--- config.mk ---
export PLATFORM = sky130hd
export DESIGN_NAME = light_decoder
export DESIGN_NICKNAME = d
export VERILOG_FILES = /design/src/rtl/light_decoder.sv
export SDC_FILE = /design/constraint.sdc
export NUM_CORES = 1
export LEC_CHECK = 0
export CORE_ASPECT_RATIO = 1.1
export CORE_MARGIN = 3
export CORE_UTILIZATION = 55
export DETAILED_ROUTE_END_ITERATION = 10
export PLACE_DENSITY = 0.89
export REMOVE_ABC_BUFFERS = 1
export SLEW_MARGIN = 20
export SYNTH_ARGS = -nofsm -noshare
export SYNTH_HDL_FRONTEND = slang
export SYNTH_SLANG_ARGS = --single-unit
--- constraint.sdc ---
create_clock -name clk -period 7.55 [get_ports clk]
set_input_delay 1.1325 -clock clk [delete_from_list [all_inputs] [get_ports clk]]
set_output_delay 1.1325 -clock clk [all_outputs]
set_load 0.01 [all_outputs]
--- src/rtl/light_decoder.sv ---
// light_decoder: recovers the 3-bit colour code from a 24-bit RGB word,
// debounces it over STABLE_CYCLES observations and flags illegal words.
module light_decoder #(
   parameter int STABLE_CYCLES = 4,
   parameter int CNT_W         = 8
) (
   input  logic             clk,
   input  logic             rst,
   input  logic             enable,
   input  logic [23:0]      light,
   input  logic             clear_err,
   output logic [2:0]       colour,
   output logic             colour_valid,
   output logic             changed,
   output logic             err,
   output logic [CNT_W-1:0] change_count
);

   localparam logic [3:0] STAB = 4'(STABLE_CYCLES);

   logic [23:0] light_q;
   logic [2:0]  cand;
   logic [3:0]  stab_cnt;
   logic [2:0]  code;
   logic        legal;
   logic [3:0]  next_cnt;
   logic        commit;

   always_comb begin
      legal = 1'b1;
      code  = 3'd0;
      case (light_q)
         24'h000000: code = 3'd0;
         24'h0000ff: code = 3'd1;
         24'h00ff00: code = 3'd2;
         24'h00ffff: code = 3'd3;
         24'hff0000: code = 3'd4;
         24'hff00ff: code = 3'd5;
         24'hffff00: code = 3'd6;
         24'hffffff: code = 3'd7;
         default:    legal = 1'b0;
      endcase
   end

   // a zero count means the last observation was illegal or nothing seen yet
   always_comb begin
      next_cnt = 4'd1;
      if (code == cand && stab_cnt != 4'd0) begin
         if (stab_cnt >= STAB)
            next_cnt = STAB;
         else
            next_cnt = stab_cnt + 4'd1;
      end
   end

   assign commit = legal && (next_cnt == STAB) &&
                   (!colour_valid || code != colour);

   always_ff @(posedge clk) begin
      if (rst) begin
         light_q      <= '0;
         cand         <= '0;
         stab_cnt     <= '0;
         colour       <= '0;
         colour_valid <= 1'b0;
         changed      <= 1'b0;
         err          <= 1'b0;
         change_count <= '0;
      end else if (enable) begin
         light_q <= light;
         changed <= commit;
         if (legal) begin
            cand     <= code;
            stab_cnt <= next_cnt;
         end else begin
            stab_cnt <= 4'd0;
         end
         if (commit) begin
            colour       <= code;
            colour_valid <= 1'b1;
            change_count <= change_count + 1'b1;
         end
         // a fresh illegal observation wins over a clear request
         if (!legal)
            err <= 1'b1;
         else if (clear_err)
            err <= 1'b0;
      end else begin
         changed <= 1'b0;
      end
   end

endmodule

# Yosys cells after proc, flatten, opt, wreduce, memory -nomap -nowiden
# Index checks and enable logic that the tools add are counted.
op_classes:
  muxes: 7
  n_reduce_logical: 12
  eq_ne: 11
  n_addsub: 2
  order_cmp: 1
  bitwise: 1
ops:
  columns: ["op", "n"]
  rows:
  - ["24-bit equality test, second input constant", 4]
  - ["24-bit by 16-bit equality test with 1-bit output, second input constant", 2]
  - ["24-bit by 8-bit equality test with 1-bit output, second input constant", 1]
  - ["24-bit zero test", 1]
  - ["3-bit case mux with 7 select lines", 1]
  - ["4-bit two-way mux", 3]
  - ["8-bit by 1-bit adder with 8-bit output, second input constant", 1]
  - ["8-bit OR reduction", 1]
  - ["2-bit AND reduction", 3]
  - ["4-bit by 1-bit adder with 4-bit output, second input constant", 1]
  - ["4-bit by 3-bit equality test with 1-bit output, second input constant", 1]
  - ["4-bit by 3-bit greater-or-equal comparator with 1-bit output, second input constant", 1]
  - ["4-bit nonzero test", 1]
  - ["3-bit equality test", 1]
  - ["1-bit logical AND", 3]
  - ["1-bit two-way mux", 3]
  - ["3-bit inequality test", 1]
  - ["2-bit inequality test, second input constant", 1]
  - ["2-bit OR reduction", 1]
  - ["1-bit zero test", 1]
  - ["1-bit logical OR", 1]
  - ["1-bit inverter", 1]
totals:
  inputBits: 28
  word_cells: 42
  out_inout_bits: 14
  register_bits: 45

# Longest topological paths before layout
# Gate-level depths: netlist of run 1.
logic_depth:
  word_depth: 9
  depth_mapped: 10
  ltp_nobuf: 9

# Worst setup path after synthesis of run 1
# Ideal clock, no wire load.
synth_path:
  kind: "flip-flop to flip-flop"
  start: "register light_q[14]"
  end: "register change_count[2]"
  setup_ns: 0.121
  n_path_buf: 0
  arrival_time_ns: 2.456
  stages_incl_launch_ff: 9
  setup_slack_ns: 4.973
  path_cell_list: "dfxtp_1 or4_1 or2_4 a221oi_2 xor2_1 nor4_4 o311ai_4 nor2_1 mux2_2"
synth_via:
  elab_chain_cells: 9
synth_lines:
  columns: ["element", "line", "text"]
  rows:
  - ["start: declaration", "21", "logic [23:0] light_q;"]
  - ["start signal: assignment", "70", "light_q <= light;"]
  - ["24-bit equality test, or another cell as far along", "32", "case (light_q)"]
  - ["3-bit case mux with 7 select lines", "32", null]
  - ["3-bit equality test", "48", "if (code == cand && stab_cnt != 4'd0) begin"]
  - ["1-bit logical AND", "48", null]
  - ["4-bit two-way mux", "48", null]
  - ["4-bit by 3-bit equality test with 1-bit output", "56", "assign commit = legal && (next_cnt == STAB) &&"]
  - ["1-bit logical AND", "56", null]
  - ["1-bit logical AND *", "56", null]
  - ["2-bit AND reduction (no source line) *", null, null]
  - ["end signal: assignment", "81", "change_count <= change_count + 1'b1;"]
  - ["end: declaration", "16", "output logic [CNT_W-1:0] change_count"]
# Every way passes the cells marked *; elsewhere a longest branch is shown, timed or not.
# A chain may end at the register's enable or synchronous reset.

# Worst setup path after layout of run 1
layout_path:
  start: "input enable"
  end: "register change_count[3]"
layout_via:
  elab_chain_cells: 1
layout_lines:
  columns: ["element", "line", "text"]
  rows:
  - ["start: declaration", "9", "input logic enable,"]
  - ["2-bit AND reduction (no source line)", null, null]
# No other way between the ends.

==> results of run 1 <==
## synthesized netlist by cell type, drive strengths merged
cell      n
and3      2
o2111ai   1
nor4      5
o311ai    1
or4       2
nor2     41
a21oi    12
nor2b     1
or2       4
inv       8
o21a      1
and4      1
clkbuf    9
and2b     1
ha        3
a221oi    2
nand3b    1
o21ai     9
nor3      3
mux2i    30
a22oi     5
nand3     7
buf       4
nand4     6
mux2      1
a211oi    1
xor2      3
o211ai    1
dfxtp    45
nor3b     2
a32o      1
or3       5
and2      1
a2111oi   1
nand2    10
## worst paths after layout
| path | startpoint | to | slack, ns | depth (start not counted) |
|---|---|---|---|---|
| worst max-delay path | enable | change_count[3] | 4.43 | 7 |
| worst min-delay path | stab_cnt[2] | stab_cnt[2] | 0.49 | 2 |
| worst max register to register | light_q[14] | change_count[3] | 4.60 | 8 |
| worst min register to register | stab_cnt[2] | stab_cnt[2] | 0.49 | 2 |
## layout make-up
type,count,area (sq um)
Clock buffer,7,65.1
Clock inverter,1,5.00
Fill cell,289,907
Inverter,8,30.0
Multi-Input combinational cell,164,1100
Sequential cell,45,901
Tap cell,48,60.1
Timing Repair Buffer,43,425
## where the power goes
part | leakage [nW] | switching (mW) | internal (mW)
combinational | 0.641 | 0.0217 | 0.0260
clock | 0.0413 | 0.0763 | 0.0540
sequential | 0.368 | 0.00575 | 0.245
total | 1.05 | 0.104 | 0.325
## registers in the layout (all words and copies together) (netlist names)
name          count
change_count      8
cand              3
colour_valid      1
colour            3
light_q          24
stab_cnt          4
err               1
changed           1
## worst max-delay path, stage by stage
cell and delay, ns:
clkdlybuf4s50_1 0.45, buf_4 0.41, nand2_1 0.20, nor4_4 0.35, o311ai_4 0.31, or3_1 0.41, a21oi_1 0.14
## kinds of logic after synthesis
logic type	Yosys count	synth area share
AOI/OAI and AO/OA	35	0.123
buffers and inverters	21	0.0430
adders and majority gates	3	0.0179
and+or+nand+nor	92	0.225
DFF	45	0.430
muxes	31	0.149
xor gates and xnor gates	3	0.0126
## stage by stage
stage	utilization	setup WS, ns	std cells	cell area, sq um	power, mW
after floorplan	-	4.86	217	2030	0.277
after global placement	0.720	4.13	308	2520	0.302
after detailed placement	0.720	4.05	308	2520	0.304
after CTS	0.741	4.44	316	2590	0.432
after global routing	0.741	4.32	316	2590	0.448
final	0.741	4.43	316	2590	0.429
## per-layer routing
layer  share of wire  global-route usage  up-vias  wire length (microns)
met4           0.019              0.0681        0                     76
met5               0                   0        -                      0
met3           0.049              0.0635        8                    200
met2            0.51               0.347       41                   2070
li1                -                   -      887                      -
met1            0.42               0.201      797                   1730
==> impl_metrics.json, run 1 <==
{
  "synth_top_area_share": 0.430,
  "syn_avg_cell_area_sq_um": 9.10,
  "clk_latency_ns": 0.37,
  "die_w_microns": 64.8,
  "drtAntennaViolNets": 0,
  "min_path_type": "reg2reg",
  "crit_required_ns": 7.86,
  "vias": 1733,
  "grt_usage": 0.190,
  "cts_resized": 0,
  "hold_ws_ns": 0.487,
  "final_common_cell": "dfxtp_1",
  "post_cts_buffers": 0,
  "cts_sinks": 45,
  "path_max_fanout": 32,
  "row_count": 22,
  "fin_nets": 298,
  "rsz0062_at_grt": "no",
  "firstDrtPassIters": 4,
  "yosysTopAreaCell": "dfxtp_1",
  "design.core.area_sq_um": 3500,
  "start_util": 0.599,
  "critPathLaunchType": "input port",
  "ys_types": 43,
  "drt_iter0_markers": 103,
  "p_leak_nw": 1.05,
  "routedWlPerCell_microns": 12.9,
  "ir_drop_mv": 0.134,
  "grt_pass1_vias": 1639,
  "critPathKind": "in2reg",
  "finalCriticalPeriod_ns": 3.12,
  "hold_viol": 0,
  "dp_hpwl_microns": 2870,
  "grt_max_degree": 47,
  "clockRootBuffer": "clkbuf_4",
  "crit_path_end_kind": "flip-flop",
  "cts_buffers": 5,
  "vias_per_cell": 5.48,
  "synth_area_leaders": "dfxtp_1 43%, mux2i_1 14%, nor2_1 7.4%, a21oi_1 2.9%, ha_1 1.8%",
  "postCtsHoldBufs": 0,
  "yosysWarnings": 0,
  "cts_tree": "built",
  "seq_area_frac_synth": 0.430,
  "grt-ovfl-total": 0,
  "synth_cells": 230,
  "slew-limit-headroom": 0.501,
  "post-route-period-util": 0.413,
  "status": "finished clean",
  "cp.arrival_ns": 3.42,
  "drive_gt1_frac": 0.0634,
  "final_cell_mix": "45 x dfxtp_1, 41 x nor2_1, 41 x clkdlybuf4s50_1, 30 x mux2i_1, 12 x a21oi_1",
  "drc": 0,
  "p_per_area_nw_per_um2": 166,
  "clock_tree.buffer_depth": 2,
  "ys_ff_latch": 45,
  "postRouteWirelength_microns": 4090,
  "syn_to_final_growth_pct": 23.7,
  "die_area_sq_um": 4580,
  "tightestPinTransition_ns": 0.747,
  "die_y_microns": 70.7,
  "clock_skew_ns": 0.00543,
  "fmax_mhz": 321,
  "grt_first_pass_wirelength_microns": 6870,
  "synth_area_sq_um": 2090,
  "cts.clk_slew.worst_paths_ns": 0.12,
  "diodes": 0,
  "gp_congestion": 0.846,
  "port_buffers": 41,
  "htree_levels": 2,
  "tns_ns": 0,
  "setup_viol": 0,
  "antenna_found_initial": 0,
  "ios": 42,
  "cap_violations": 0,
  "drv_slew": 0
}
Power figures use the tool's default switching activity.
==> run 2, diff against run 1 <==
--- a/config.mk
+++ b/config.mk
@@ -7,9 +7,9 @@
 export LEC_CHECK = 0
 export CORE_ASPECT_RATIO = 1.1
 export CORE_MARGIN = 3
-export CORE_UTILIZATION = 55
+export CORE_UTILIZATION = 46
 export DETAILED_ROUTE_END_ITERATION = 10
-export PLACE_DENSITY = 0.89
+export PLACE_DENSITY = 0.79
 export REMOVE_ABC_BUFFERS = 1
 export SLEW_MARGIN = 20
 export SYNTH_ARGS = -nofsm -noshare
==> constraint.sdc (replaced) <==
create_clock -name clk -period 2.5 [get_ports clk]
set_input_delay 0.375 -clock clk [delete_from_list [all_inputs] [get_ports clk]]
set_output_delay 0.375 -clock clk [all_outputs]
set_load 0.01 [all_outputs]
==> run 2 against run 1 <==
Against the previous run: the flow now finishes with violations (setup timing); combinational power increased to 3.6 times the previous value; via count is 6.9% higher; clock-buffer cell count unchanged; worst hold slack better by 0.016 ns; register-to-register slack got worse by 4.7 ns; core utilization shrank 6.3 points; global-route usage is 1.3 points lower; routed wire length grew 14%; sequential share of layout area down 4.1 points; critical endpoint is now change_count[5].
==> impl_metrics.json, run 2 (synthesis results as in run 1) <==
{
  "ir_drop_mv": 0.350,
  "clock_tree.buffer_depth": 2,
  "status": "finished, violations left",
  "routedWlPerCell_microns": 13.4,
  "ios": 42,
  "cts.clk_slew.worst_paths_ns": 0.08,
  "path_max_fanout": 6,
  "pwr-share-comb": 0.116,
  "diodes": 0,
  "tightestPinTransition_ns": 0.470,
  "crit_path_end_kind": "flip-flop",
  "cts_buffers": 5,
  "crit_required_ns": 2.73,
  "p_leak_nw": 1.21,
  "regMostFlops": "light_q",
  "clk_latency_ns": 0.30,
  "row_count": 25,
  "critPathKind": "reg2reg",
  "reg_top3": "light_q (24), change_count (8), stab_cnt (4)",
  "final_common_cell": "dfxtp_1",
  "fillerInstances": 346,
  "clock_skew_ns": 0.00503,
  "drt_iter0_markers": 74,
  "die_y_microns": 76.8,
  "antenna_found_initial": 0,
  "power_frac_clock": 0.376,
  "grt_first_pass_wirelength_microns": 7780,
  "post-route-period-util": 1.05,
  "rsz0062_at_grt": "yes",
  "critPathLaunchType": "flip-flop",
  "slew-limit-headroom": 0.687,
  "fmax_mhz": 380,
  "p_int_mw": 1.16,
  "grt_usage": 0.177,
  "grt_pass1_vias": 1762,
  "drv_slew": 0,
  "largest_register_ffs": 24,
  "drtAntennaViolNets": 0,
  "min_path_type": "reg2reg",
  "design.core.area_sq_um": 4350,
  "clockRootBuffer": "clkbuf_8",
  "grt-ovfl-total": 0,
  "htree_levels": 2,
  "fin_ws_ns": -0.132,
  "firstDrtPassIters": 4,
  "violations": "setup timing",
  "cts_tree": "built",
  "cap_violations": 0,
  "setup_viol": 11,
  "sequentialPowerShare": 0.508,
  "vias_per_cell": 5.32,
  "power_mw": 1.49,
  "hold_ws_ns": 0.503,
  "port_buffers": 41,
  "swShare": 0.221,
  "hold_viol": 0,
  "finalCriticalPeriod_ns": 2.63,
  "grt_max_degree": 32,
  "start_util": 0.481,
  "gp_congestion": 0.856,
  "postRouteWirelength_microns": 4670,
  "cts_sinks": 45,
  "drc": 0,
  "die_area_sq_um": 5400,
  "drive_gt1_frac": 0.190,
  "p_switching_uw": 330,
  "dp_hpwl_microns": 3380,
  "syn_to_final_growth_pct": 40.6,
  "die_w_microns": 70.3,
  "p_per_area_nw_per_um2": 507,
  "final_cell_mix": "43 x dfxtp_1, 41 x clkdlybuf4s50_1, 39 x nor2_1, 30 x mux2i_1, 24 x buf_4",
  "vias": 1853,
  "cp.arrival_ns": 2.86,
  "fin_nets": 324
}
## run 2: final timing paths
check | startpoint | to | slack, ns | depth (start not counted)
max | light_q[10] | change_count[5] | -0.13 | 9
min | stab_cnt[1] | stab_cnt[1] | 0.50 | 2
max reg2reg | light_q[10] | change_count[5] | -0.13 | 9
min reg2reg | stab_cnt[1] | stab_cnt[1] | 0.50 | 2
## run 2: final cells by class
cell class / instances / area [sq um] / share of cell area
Clock buffer: 7 / 86.3 / 0.0293
Clock inverter: 1 / 30.0 / 0.0102
Inverter: 8 / 30.0 / 0.0102
Multi-Input combinational cell: 165 / 1200 / 0.408
Sequential cell: 45 / 903 / 0.307
Tap cell: 54 / 67.6 / 0.0229
Timing Repair Buffer: 68 / 624 / 0.212
## run 2: routing by layer
metal,vias up,GRT usage,wire (microns)
li1,941,-,-
met1,853,0.217,2010
met2,48,0.303,2360
met5,-,0,0
met4,0,0.0536,71
met3,11,0.0433,234
## run 2: power by group through the flow
stage	sequential (mW)	combinational, mW	clock (mW)
finish	0.759	0.173	0.562
global route	0.763	0.188	0.610
CTS	0.758	0.168	0.575
detailed placement	0.774	0.164	0
global placement	0.772	0.160	0
floorplan	0.771	0.0660	0
## run 2: worst max-delay path, stage by stage, from the launching register on
cell and delay [ns]:
dfxtp_2 0.32, or4_4 0.52, or2_4 0.30, a221oi_4 0.32, xor2_2 0.14, nor4_4 0.14
buf_4 0.18, o311ai_4 0.13, or3_1 0.37, a21oi_1 0.13
## run 2: timing repair
| action | 4_1_cts | 5_1_grt |
|---|---|---|
| hold endpoints to repair | 0 | 0 |
| cloned | 1 | 0 |
| resized for setup | 11 | 13 |
| hold buffers | 0 | 0 |
| buffers inserted | 3 | 3 |
| pin swaps | 2 | 13 |
| setup endpoints to repair | 12 | 15 |
## run 2: through the flow
step                      setup slack [ns]  setup TNS [ns]  std cells  area (sq um)   util
final                               -0.132          -0.763        348          2940  0.677
after detailed placement            -0.185           -1.43        334          2680  0.616
after CTS                           -0.175           -1.24        346          2890  0.664
after floorplan                     -0.186           -1.03        217          2030      -
after global placement              -0.111          -0.721        334          2680  0.616
after global routing                -0.192           -1.88        348          2940  0.677
==> run 3, diff against run 2 <==
--- a/config.mk
+++ b/config.mk
@@ -8,8 +8,9 @@
 export CORE_ASPECT_RATIO = 1.1
 export CORE_MARGIN = 3
 export CORE_UTILIZATION = 46
+export CTS_CLUSTER_DIAMETER = 60
 export DETAILED_ROUTE_END_ITERATION = 10
-export PLACE_DENSITY = 0.79
+export PLACE_DENSITY_LB_ADDON = 0.1
 export REMOVE_ABC_BUFFERS = 1
 export SLEW_MARGIN = 20
 export SYNTH_ARGS = -nofsm -noshare
==> run 3 against run 2 <==
Against the previous run: the flow still finishes with violations (setup timing); die area unchanged; setup slack worse by 0.031 ns; clock power down 14%; critical path depth up 1; worst hold slack worse by 0.016 ns; clock skew about the same; sequential share of layout area up 0.21 points; highest routed layer unchanged.
==> impl_metrics.json, run 3 (synthesis results as in run 1) <==
{
  "antenna_found_initial": 0,
  "placed_area_sq_um": 2690,
  "fillerInstances": 392,
  "clock_tree.buffer_depth": 2,
  "crit_path_end_kind": "flip-flop",
  "final_cells": 350,
  "hold_viol": 0,
  "dp_slack_ns": -0.202,
  "power_mw": 1.42,
  "die_area_sq_um": 5400,
  "vias": 1891,
  "grt-ovfl-total": 0,
  "clock_skew_ns": 0.00542,
  "min_path_type": "reg2reg",
  "drtAntennaViolNets": 0,
  "port_buffers": 41,
  "cp.arrival_ns": 2.85,
  "start_util": 0.481,
  "crit_required_ns": 2.69,
  "dp_hpwl_microns": 3310,
  "final_common_cell": "dfxtp_1",
  "grt_first_pass_wirelength_microns": 8200,
  "final_cell_mix": "44 x dfxtp_1, 40 x nor2_1, 40 x clkdlybuf4s50_1, 30 x mux2i_1, 27 x buf_4",
  "htree_levels": 2,
  "syn_to_final_growth_pct": 39.5,
  "firstDrtPassIters": 4,
  "fin_util": 0.672,
  "grt_usage": 0.184,
  "design_area_sq_um": 2920,
  "p_per_area_nw_per_um2": 485,
  "ios": 42,
  "ir_drop_mv": 0.366,
  "p_leak_nw": 1.21,
  "critPathLaunchType": "flip-flop",
  "clockRootBuffer": "clkbuf_8",
  "finalCriticalPeriod_ns": 2.66,
  "grt_pass1_vias": 1908,
  "cap_violations": 0,
  "design.core.area_sq_um": 4350,
  "drv_slew": 0,
  "die_y_microns": 76.8,
  "cts_sinks": 45,
  "violations": "setup timing",
  "diodes": 0,
  "cts_buffers": 5,
  "die_w_microns": 70.3,
  "post-route-period-util": 1.07,
  "clk_latency_ns": 0.29,
  "fin_nets": 326,
  "hold_ws_ns": 0.487,
  "drc": 0,
  "cts_tree": "built",
  "path_max_fanout": 6,
  "vias_per_cell": 5.40,
  "gp_congestion": 0.824,
  "drt_iter0_markers": 76,
  "fmax_mhz": 375,
  "cts.clk_slew.worst_paths_ns": 0.08,
  "regMostFlops": "light_q",
  "tns_ns": -1.12,
  "fin_ws_ns": -0.163,
  "placedCellCount": 336,
  "rsz0062_at_grt": "yes",
  "grt_max_degree": 32,
  "critPathKind": "reg2reg",
  "status": "finished, violations left",
  "routedWlPerCell_microns": 13.3,
  "postRouteWirelength_microns": 4660,
  "reg_top3": "light_q (24), change_count (8), stab_cnt (4)",
  "drive_gt1_frac": 0.193,
  "tightestPinTransition_ns": 0.477,
  "setup_viol": 13,
  "slew-limit-headroom": 0.682,
  "row_count": 25,
  "largest_register_ffs": 24
}
run 3: cell type report:
class / count / area [sq um] / area share
clock buffers: 7 / 96.3 / 0.0330
clock inverters: 1 / 5.00 / 0.00171
inverters: 8 / 30.0 / 0.0103
multi-input cells: 165 / 1190 / 0.407
flip-flops and latches: 45 / 902 / 0.309
well taps: 54 / 67.6 / 0.0231
repair buffers: 70 / 631 / 0.216
run 3: power breakdown:
group          switching [mW]  total [mW]  leakage [nW]  internal [mW]
Sequential             0.0170       0.758         0.368          0.741
Clock                   0.236       0.486        0.0542          0.250
Combinational          0.0750       0.173         0.788         0.0984
run 3: worst max-delay path: stages (launching register included):
cell and delay (ns):
dfxtp_1 0.32, or4_4 0.53, or2_4 0.28, buf_4 0.15, a22oi_4 0.16, nand2_4 0.08
nor4_4 0.26, buf_4 0.18, o311ai_4 0.13, nor2_1 0.16, mux2_4 0.31
run 3: timing repair:
item / CTS / global route
pin swaps: 11 / 8
resized for setup: 7 / 10
gates cloned: 1 / 0
setup buffers: 4 / 1
hold buffers: 0 / 0
endpoints found under the setup margin: 11 / 15
run 3: final timing paths:
| check | endpoint | slack [ns] | cells after the start | from |
|---|---|---|---|---|
| worst max register to register | change_count[2] | -0.16 | 10 | light_q[8] |
| worst min register to register | stab_cnt[2] | 0.49 | 2 | stab_cnt[2] |
| worst max-delay path | change_count[2] | -0.16 | 10 | light_q[8] |
| worst min-delay path | stab_cnt[2] | 0.49 | 2 | stab_cnt[2] |
run 3: metal layers:
layer,part of all wire,track usage,wire length (microns),vias to the layer above
li1,-,-,-,945
met1,0.44,0.215,2040,893
met2,0.50,0.321,2350,46
met3,0.048,0.0459,222,7
met4,0.013,0.0670,59,0
met5,0,0,0,-
